## src/rtl/bus_slot_sequencer.sv

```systemverilog
// Time-multiplexed bus slot generator: rotates through the enabled slots, DIV clocks each,
// producing per-slot enables, latch strobes, frame pulses and a heartbeat LED toggle.
module bus_slot_sequencer #(
  parameter int NUM_SLOTS = 3,
  parameter int DIV       = 4,
  parameter int HB_WIDTH  = 23
) (
  input  logic                         clk,
  input  logic                         reset,
  input  logic                         stall,
  input  logic [NUM_SLOTS-1:0]         slot_mask,
  output logic [NUM_SLOTS-1:0]         slot_en,
  output logic [NUM_SLOTS-1:0]         slot_strobe,
  output logic [$clog2(NUM_SLOTS)-1:0] slot_idx,
  output logic                         frame_start,
  output logic                         heartbeat
);

  localparam int IW = $clog2(NUM_SLOTS);
  localparam int CW = (DIV > 1) ? $clog2(DIV) : 1;
  localparam logic [CW-1:0] LAST = CW'(DIV - 1);

  typedef enum logic {IDLE, RUN} state_t;

  state_t              state;
  logic [CW-1:0]       div_cnt;
  logic [HB_WIDTH-1:0] frame_cnt;
  logic [IW-1:0]       first_idx;
  logic [IW-1:0]       adv_idx;
  logic                slot_last;
  logic                advance;
  logic                start_frame;

  // Round-robin search beginning just after cur; cur itself is the last candidate.
  function automatic logic [IW-1:0] search_from(input logic [IW-1:0] cur,
                                                 input logic [NUM_SLOTS-1:0] mask);
    logic [IW-1:0] res;
    logic          found;
    int            j;
    res   = cur;
    found = 1'b0;
    for (int k = 1; k <= NUM_SLOTS; k++) begin
      j = (int'(cur) + k) % NUM_SLOTS;
      if (!found && mask[IW'(j)]) begin
        res   = IW'(j);
        found = 1'b1;
      end
    end
    return res;
  endfunction

  function automatic logic [NUM_SLOTS-1:0] onehot(input logic [IW-1:0] idx);
    return NUM_SLOTS'(1) << idx;
  endfunction

  assign first_idx   = search_from(IW'(NUM_SLOTS - 1), slot_mask);
  assign adv_idx     = search_from(slot_idx, slot_mask);
  assign slot_last   = (state == RUN) && (div_cnt == LAST) && !stall;
  assign advance     = slot_last && (|slot_mask);
  assign start_frame = ((state == IDLE) && (|slot_mask)) ||
                       (advance && (adv_idx <= slot_idx));
  assign slot_strobe = slot_en & {NUM_SLOTS{(div_cnt == LAST) && !stall}};

  always_ff @(posedge clk or posedge reset) begin
    if (reset) begin
      state       <= IDLE;
      div_cnt     <= '0;
      slot_idx    <= '0;
      slot_en     <= '0;
      frame_start <= 1'b0;
      frame_cnt   <= '0;
      heartbeat   <= 1'b0;
    end else begin
      frame_start <= start_frame;
      if (start_frame) begin
        frame_cnt <= frame_cnt + HB_WIDTH'(1);
        if (&frame_cnt)
          heartbeat <= ~heartbeat;
      end
      case (state)
        IDLE: begin
          if (|slot_mask) begin
            state    <= RUN;
            slot_idx <= first_idx;
            slot_en  <= onehot(first_idx);
            div_cnt  <= '0;
          end
        end
        RUN: begin
          if (!stall) begin
            if (div_cnt != LAST) begin
              div_cnt <= div_cnt + CW'(1);
            end else begin
              div_cnt <= '0;
              // The mask is only consulted here, so the running slot always completes.
              if (|slot_mask) begin
                slot_idx <= adv_idx;
                slot_en  <= onehot(adv_idx);
              end else begin
                state    <= IDLE;
                slot_idx <= '0;
                slot_en  <= '0;
              end
            end
          end
        end
        default: state <= IDLE;
      endcase
    end
  end

endmodule

```

## config.mk

```make
export PLATFORM = sky130hd
export DESIGN_NAME = bus_slot_sequencer
export DESIGN_NICKNAME = d
export VERILOG_FILES = /design/src/rtl/bus_slot_sequencer.sv
export SDC_FILE = /design/constraint.sdc
export NUM_CORES = 1
export LEC_CHECK = 0
export CORE_MARGIN = 5
export CORE_UTILIZATION = 35
export DETAILED_ROUTE_END_ITERATION = 16
export MAX_ROUTING_LAYER = met4
export SYNTH_ARGS = -nofsm -noshare
export SYNTH_HDL_FRONTEND = slang
export SYNTH_SLANG_ARGS = --single-unit
```

## constraint.sdc

```tcl
create_clock -name clk -period 7 [get_ports clk]
set_input_delay 0.7 -clock clk [delete_from_list [all_inputs] [get_ports clk]]
set_output_delay 0.7 -clock clk [all_outputs]
set_load 0.005 [all_outputs]
```

==> parameters.txt, run 1 <==
Parameter                              Value

Critical path
  Cell with the biggest individual delay on the critical path    sky130_fd_sc_hd__nor3_1
  Buffering stage count on the worst path with inverters included    1
  Worst EP required    7.16 ns
  Cell-by-cell listing of the critical path    clkdlybuf4s50_1, or2b_2, and3_1, o32a_1, o21ai_2, ha_1, nor2b_1, o21ai_0, a21oi_1, nor3_1, nand4_1, xnor2_1
  Critical Path AT    4.34 ns
  Critical path's top delay family    simple AND/OR/NAND/NOR gates
  Critical path class    input pin to flop
  Critical path peak fanout    11
  Endpoint kind of the worst setup timing path    flop
  Max incr delay on CP    0.98 ns
  Critical Path Source Type    input pin

Global route
  Overflow left after global routing    0
  First-pass GRT wire length    6650 um
  Via count of the first global-routing pass    1,431
  Busiest grt layer    met2
  Met3 global-route usage    3.63%
  Met2 usage    17.2%
  Pin count of the biggest net entering global routing    34
  Met1 layer usage reported by global route    15.6%
  Initial antenna violation count    0
  Overall routing resource usage    11.9%

Floorplanning
  Core box area    5440 um2
  Top-Level Pins    16
  Floorplan die area    7090 um2
  Initial core utilization    35.4%
  Die extent in x    84.2 um
  Std cell rows    27
  Die Ht    84.2 um

Power
  Sequential Power Share    33.0%
  Switching power of the nets    0.290 mW
  Proportion of power drawn by the clock network    22.5%
  Proportion of power drawn by combinational gates    44.4%
  Sw frac    36.1%
  Power Dens Cells    359 nW/um2
  Static Leak    0.980 nW
  Worst-case vdd ir drop    133 uV
  Internal cell power    0.513 mW

Run status
  Run status    complete, no violations

STA
  Hold Violations, Final    0
  Worst-case clock skew    0.00408 ns
  Fmax    239 MHz
  Aggregate negative setup slack    0 ns
  Final Max Slew Viols    0
  Slew at the pin closest to its max-slew limit    1.18 ns
  Minimum clock period    4.19 ns
  Final clock period utilization by the worst path    59.8%
  Relative max-transition margin    21.0%
  RSZ-0062 raised after global routing    no
  Number of failing setup endpoints in the final timing report    0
  Minimum setup slack in the final design    2.81 ns

Synth
  Avg Inst Size Synth    9.74 um2
  Most used flip-flop cell after synthesis    sky130_fd_sc_hd__dfrtp_1
  Count of yosys warnings during synthesis    0
  Number of synthesized register bits    33
  Count of flip-flops with a built-in enable after synthesis    0
  Seq/Total Area, Yosys    42.8%
  Synth Instances    198
  Count of cell types in the netlist    45
  Post-synthesis instance area    1930 um2
  Syn_nets    212
  Async set or reset register ratio after synthesis    100%

Placement
  Number of cells in the design after placement    279
  Worst slack at placement    2.53 ns
  Routability-driven placement congestion ratio    0.911
  Detail Placement HPWL    2540 um
  Number of port buffers    15

Layout
  Share of layout cells above drive strength 1    8.37%
  Nets@finish    228
  Non-filler instance count after layout    287
  Antenna Diode Count    0
  Area growth from synthesis to layout    16.2%
  Most common cell after layout, fill and taps aside    sky130_fd_sc_hd__dfrtp_1
  Most used cells in the layout excluding fill and tap cells    33 x sky130_fd_sc_hd__dfrtp_1, 20 x sky130_fd_sc_hd__nand2_1, 18 x sky130_fd_sc_hd__xnor2_1

Job
  Max Cap Violations    0

Clock tree
  Clk sinks    33
  Clock tree from TritonCTS    done
  Number of CTS-inserted buffers    5
  Clk root buf    sky130_fd_sc_hd__clkbuf_8
  Number of buffers added to fix hold violations after cts    0
  Clock slew at reported path FFs    0.06 ns
  Maximum number of buffers from clock root to sink    2
  Count of buffers added by post-CTS timing repair for setup    0
  Number of instances resized during post-cts repair    0
  Number of levels the H-tree was split into    2
  Insertion delay to the later sink of the worst-skew pair    0.28 ns

Routing
  Total DRC errors in the routed layout    0
  Total routed wirelength    3680 um
  Wire length per cell    12.8 um
  Number of nets still failing antenna checks after routing    0
  Routed vias    1,446
  Drt pass-1 iters    4
  Routed vias/inst    5.04
  Iter 0 DRT Violations    71

Worst hold path
  Worst hold path class    flop to flop
==> worst reg2reg max path, delay by kind of cell (launching register included) <==
kind            cells  cell delay, ns
compound gates      6            1.26
xor+xnor            1            0.19
fa+ha+maj           2            0.68
buf+inv             1            0.11
flops               1            0.53
simple gates        3            1.23
==> per-layer routing <==
metal  routed length, um  vias up
met4                  46        0
met1                1860      688
li1                    -      732
met3                 159        4
met5                   0        -
met2                1610       22
==> Yosys cell counts (2+ instances only) <==
library cell	instances	share of area (%)
sky130_fd_sc_hd__a21bo_2	2	1.0
sky130_fd_sc_hd__a21boi_0	2	0.78
sky130_fd_sc_hd__a21oi_1	12	3.1
sky130_fd_sc_hd__a31oi_1	2	0.65
sky130_fd_sc_hd__and2_1	4	1.3
sky130_fd_sc_hd__and3_1	4	1.3
sky130_fd_sc_hd__and4_1	3	1.4
sky130_fd_sc_hd__buf_6	3	1.8
sky130_fd_sc_hd__clkbuf_1	3	0.58
sky130_fd_sc_hd__dfrtp_1	33	43
sky130_fd_sc_hd__ha_1	8	5.2
sky130_fd_sc_hd__inv_1	9	1.8
sky130_fd_sc_hd__mux2_2	2	1.2
sky130_fd_sc_hd__mux2i_1	2	1.0
sky130_fd_sc_hd__nand2_1	20	3.9
sky130_fd_sc_hd__nand2b_1	2	0.65
sky130_fd_sc_hd__nand3_1	11	2.9
sky130_fd_sc_hd__nand4_1	8	2.6
sky130_fd_sc_hd__nor2_1	7	1.4
sky130_fd_sc_hd__nor2b_1	3	0.97
sky130_fd_sc_hd__nor3_1	7	1.8
sky130_fd_sc_hd__o21ai_0	4	1.0
sky130_fd_sc_hd__o22ai_1	2	0.65
sky130_fd_sc_hd__o31ai_1	2	0.78
sky130_fd_sc_hd__or3_1	2	0.65
sky130_fd_sc_hd__xnor2_1	18	8.2
sky130_fd_sc_hd__xor2_1	5	2.3
==> worst paths after layout <==
kind	to	slack (ns)	depth (start not counted)	from
max in group asynchronous	frame_cnt[4]	5.88	3	reset
min	frame_cnt[7]	0.47	1	frame_cnt[7]
min in group asynchronous	slot_idx[1]	0.82	3	reset
min reg2reg	frame_cnt[7]	0.47	1	frame_cnt[7]
max reg2reg	frame_cnt[10]	2.89	13	slot_idx[0]
max	frame_cnt[10]	2.81	12	slot_mask[2]
==> final cells by class <==
| class | count | area, um2 |
|---|---|---|
| Timing Repair Buffer | 16 | 158 |
| Clock inverter | 1 | 30.0 |
| Multi-Input combinational cell | 148 | 1010 |
| Clock buffer | 7 | 86.3 |
| Sequential cell | 33 | 826 |
| Tap cell | 72 | 90.1 |
| Inverter | 10 | 37.5 |
| Fill cell | 535 | 3200 |
==> stage by stage <==
stage | area [um2] | utilization, % | power [mW] | hold slack (ns)
4_1_cts | 2240 | 41.2 | 0.813 | 0.467
2_1_floorplan | 1930 | - | 0.534 | 0.435
5_1_grt | 2240 | 41.2 | 0.876 | 0.492
6_report | 2240 | 41.2 | 0.803 | 0.467
3_3_place_gp | 2120 | 39.0 | 0.625 | 0.458
3_5_place_dp | 2120 | 39.0 | 0.625 | 0.452
==> power groups by stage <==
stage | Clock (mW) | Combinational (mW) | Sequential, mW
after floorplan | 0 | 0.275 | 0.259
after global placement | 0 | 0.357 | 0.268
after detailed placement | 0 | 0.357 | 0.268
after CTS | 0.188 | 0.360 | 0.265
after global routing | 0.196 | 0.407 | 0.273
final | 0.181 | 0.357 | 0.266
==> cells by family after synthesis <==
group           share of synthesized area [%]
buf+inv                                  4.67
mux                                      2.79
flops                                    42.8
fa+ha+maj                                5.19
simple gates                             20.9
xor+xnor                                 10.4
compound gates                           13.2
==> flip-flops by register name (all words and copies together), names as in the netlist <==
name and flops:
div_cnt 2, frame_cnt 23, state 1, slot_idx 2, heartbeat 1, frame_start 1, slot_en 3
(Power assumes the default switching activity.)
==> inputs of run 2 (changes only) <==
clock period = 3.9 ns   (was 7 ns; I/O delays follow)
==> run 2 against run 1 <==
Via count up 0.90%. Clock skew up 0.0022 ns. Sequential power up 78%. Setup slack worse by 2.4 ns. Die area unchanged. Cell count up 1.4%. Sequential share of layout area unchanged. Critical path type is now flop to flop. Largest power group unchanged. Highest routed layer unchanged.
==> parameters.txt, run 2 (synthesis results as in run 1) <==
Parameter                              Value

STA
  Final clock period utilization by the worst path    88.7%
  Final hold slack    0.462 ns
  Fmax    289 MHz
  Number of failing setup endpoints in the final timing report    0
  Worst-case clock skew    0.00630 ns
  Relative max-transition margin    53.0%
  Minimum setup slack in the final design    0.442 ns
  Hold Violations, Final    0
  Minimum clock period    3.46 ns
  Final Max Slew Viols    0
  RSZ-0062 raised after global routing    no
  Aggregate negative setup slack    0 ns
  Slew at the pin closest to its max-slew limit    0.703 ns

Power
  Sequential Power Share    34.7%
  Proportion of power drawn by the clock network    18.2%
  Internal cell power    0.837 mW
  Sw frac    38.7%
  Total power of the final layout    1.36 mW
  Switching power of the nets    0.528 mW
  Worst-case vdd ir drop    289 uV
  Static Leak    0.987 nW
  Proportion of power drawn by combinational gates    47.2%
  Power Dens Cells    609 nW/um2

Global route
  Via count of the first global-routing pass    1,405
  Overflow left after global routing    0
  First-pass GRT wire length    6350 um
  Overall routing resource usage    11.4%
  Initial antenna violation count    0
  Pin count of the biggest net entering global routing    34

Floorplanning
  Die Ht    84.2 um
  Top-Level Pins    16
  Floorplan die area    7090 um2
  Die extent in x    84.2 um
  Initial core utilization    35.4%
  Std cell rows    27
  Core box area    5440 um2

Placement
  Routability-driven placement congestion ratio    0.863
  Number of port buffers    15
  Worst slack at placement    0.391 ns
  Detail Placement HPWL    2570 um
  Number of cells in the design after placement    283
  Instance area after placement    2150 um2

Worst hold path
  Worst hold path class    flop to flop

Layout
  Largest registers in the final layout    frame_cnt: 23 flops, slot_en: 3 flops
  Share of layout cells above drive strength 1    10.5%
  Nets@finish    232
  Number of flip-flops in the largest register    23
  Post-route standard cell area excluding fillers    2240 um2
  Filler instances    529
  Area growth from synthesis to layout    16.2%
  Most common cell after layout, fill and taps aside    sky130_fd_sc_hd__dfrtp_1
  Antenna Diode Count    0
  Register ranked first by flip-flop count    frame_cnt
  Most used cells in the layout excluding fill and tap cells    33 x sky130_fd_sc_hd__dfrtp_1, 20 x sky130_fd_sc_hd__nand2_1, 18 x sky130_fd_sc_hd__xnor2_1
  Non-filler instance count after layout    291
  Utilization after layout    41.2%

Critical path
  Critical path peak fanout    11
  Cell with the biggest individual delay on the critical path    sky130_fd_sc_hd__or4b_1
  Critical Path Source Type    flop
  Worst EP required    4.11 ns
  Endpoint kind of the worst setup timing path    flop
  Most used cell along the critical path    sky130_fd_sc_hd__ha_1
  Cell-by-cell listing of the critical path    inv_1, ha_1, mux2_2, or4b_1, o211ai_2, o31ai_2, ha_1, nand2_1, o21ai_0, a21oi_1, nor3_1, buf_4, and3_1, xor2_1
  Max incr delay on CP    0.48 ns
  Critical path class    flop to flop
  Critical Path AT    3.67 ns

Clock tree
  Clk root buf    sky130_fd_sc_hd__clkbuf_8
  Clk sinks    33
  Number of buffers added to fix hold violations after cts    0
  Clock tree from TritonCTS    done
  Clock slew at reported path FFs    0.07 ns
  Count of buffers added by post-CTS timing repair for setup    0
  Number of CTS-inserted buffers    5
  Maximum number of buffers from clock root to sink    2
  Number of levels the H-tree was split into    2
  Insertion delay to the later sink of the worst-skew pair    0.28 ns
  Number of instances resized during post-cts repair    0

Routing
  Total DRC errors in the routed layout    0
  Wire length per cell    12.7 um
  Total routed wirelength    3710 um
  Number of nets still failing antenna checks after routing    0
  Routed vias    1,459
  Drt pass-1 iters    4
  Iter 0 DRT Violations    50
  Routed vias/inst    5.01

Run status
  Run status    complete, no violations

Job
  Max Cap Violations    0
[run 2: final cells by class]
cell class,instances,area (um2),area share [%]
multi-input combinational,148,1010,45.2
sequential,33,826,36.9
timing repair buffer,20,188,8.38
tap,72,90.1,4.02
clock buffer,5,68.8,3.07
inverter,10,37.5,1.68
clock inverter,3,17.5,0.782
[run 2: final timing paths]
| path | from | end | slack (ns) | depth (start not counted) |
|---|---|---|---|---|
| worst max-delay path | slot_idx[1] | frame_cnt[6] | 0.44 | 14 |
| worst min-delay path | frame_cnt[7] | frame_cnt[7] | 0.46 | 1 |
| worst max register to register | slot_idx[1] | frame_cnt[6] | 0.44 | 14 |
| worst min register to register | frame_cnt[7] | frame_cnt[7] | 0.46 | 1 |
| max in group asynchronous | reset | frame_cnt[13] | 3.09 | 3 |
| min in group asynchronous | reset | frame_cnt[7] | 0.49 | 3 |
[run 2: critical path: cells and delay by family (launching register included)]
kind	cells	cell delay (ns)
AND/OR/NAND/NOR	4	0.94
flip-flops	1	0.45
buffers and inverters	2	0.36
XOR/XNOR	1	0.14
multiplexers	1	0.41
adder cells (fa/ha/maj)	2	0.70
AO/OA/AOI/OAI	4	0.39
[run 2: layer usage]
layer / vias up / routed length (um) / track usage (%)
met5: - / 0 / -
met4: 0 / 53 / 4.82
met3: 5 / 152 / 3.14
met2: 20 / 1620 / 17.9
met1: 690 / 1880 / 13.9
li1: 744 / - / -
[run 2: power by group through the flow]
stage,Clock (mW),Combinational [mW],Sequential [mW]
after detailed placement,0,0.640,0.480
after CTS,0.258,0.643,0.474
after global placement,0,0.643,0.480
after global routing,0.274,0.720,0.483
final,0.248,0.644,0.473
after floorplan,0,0.494,0.464
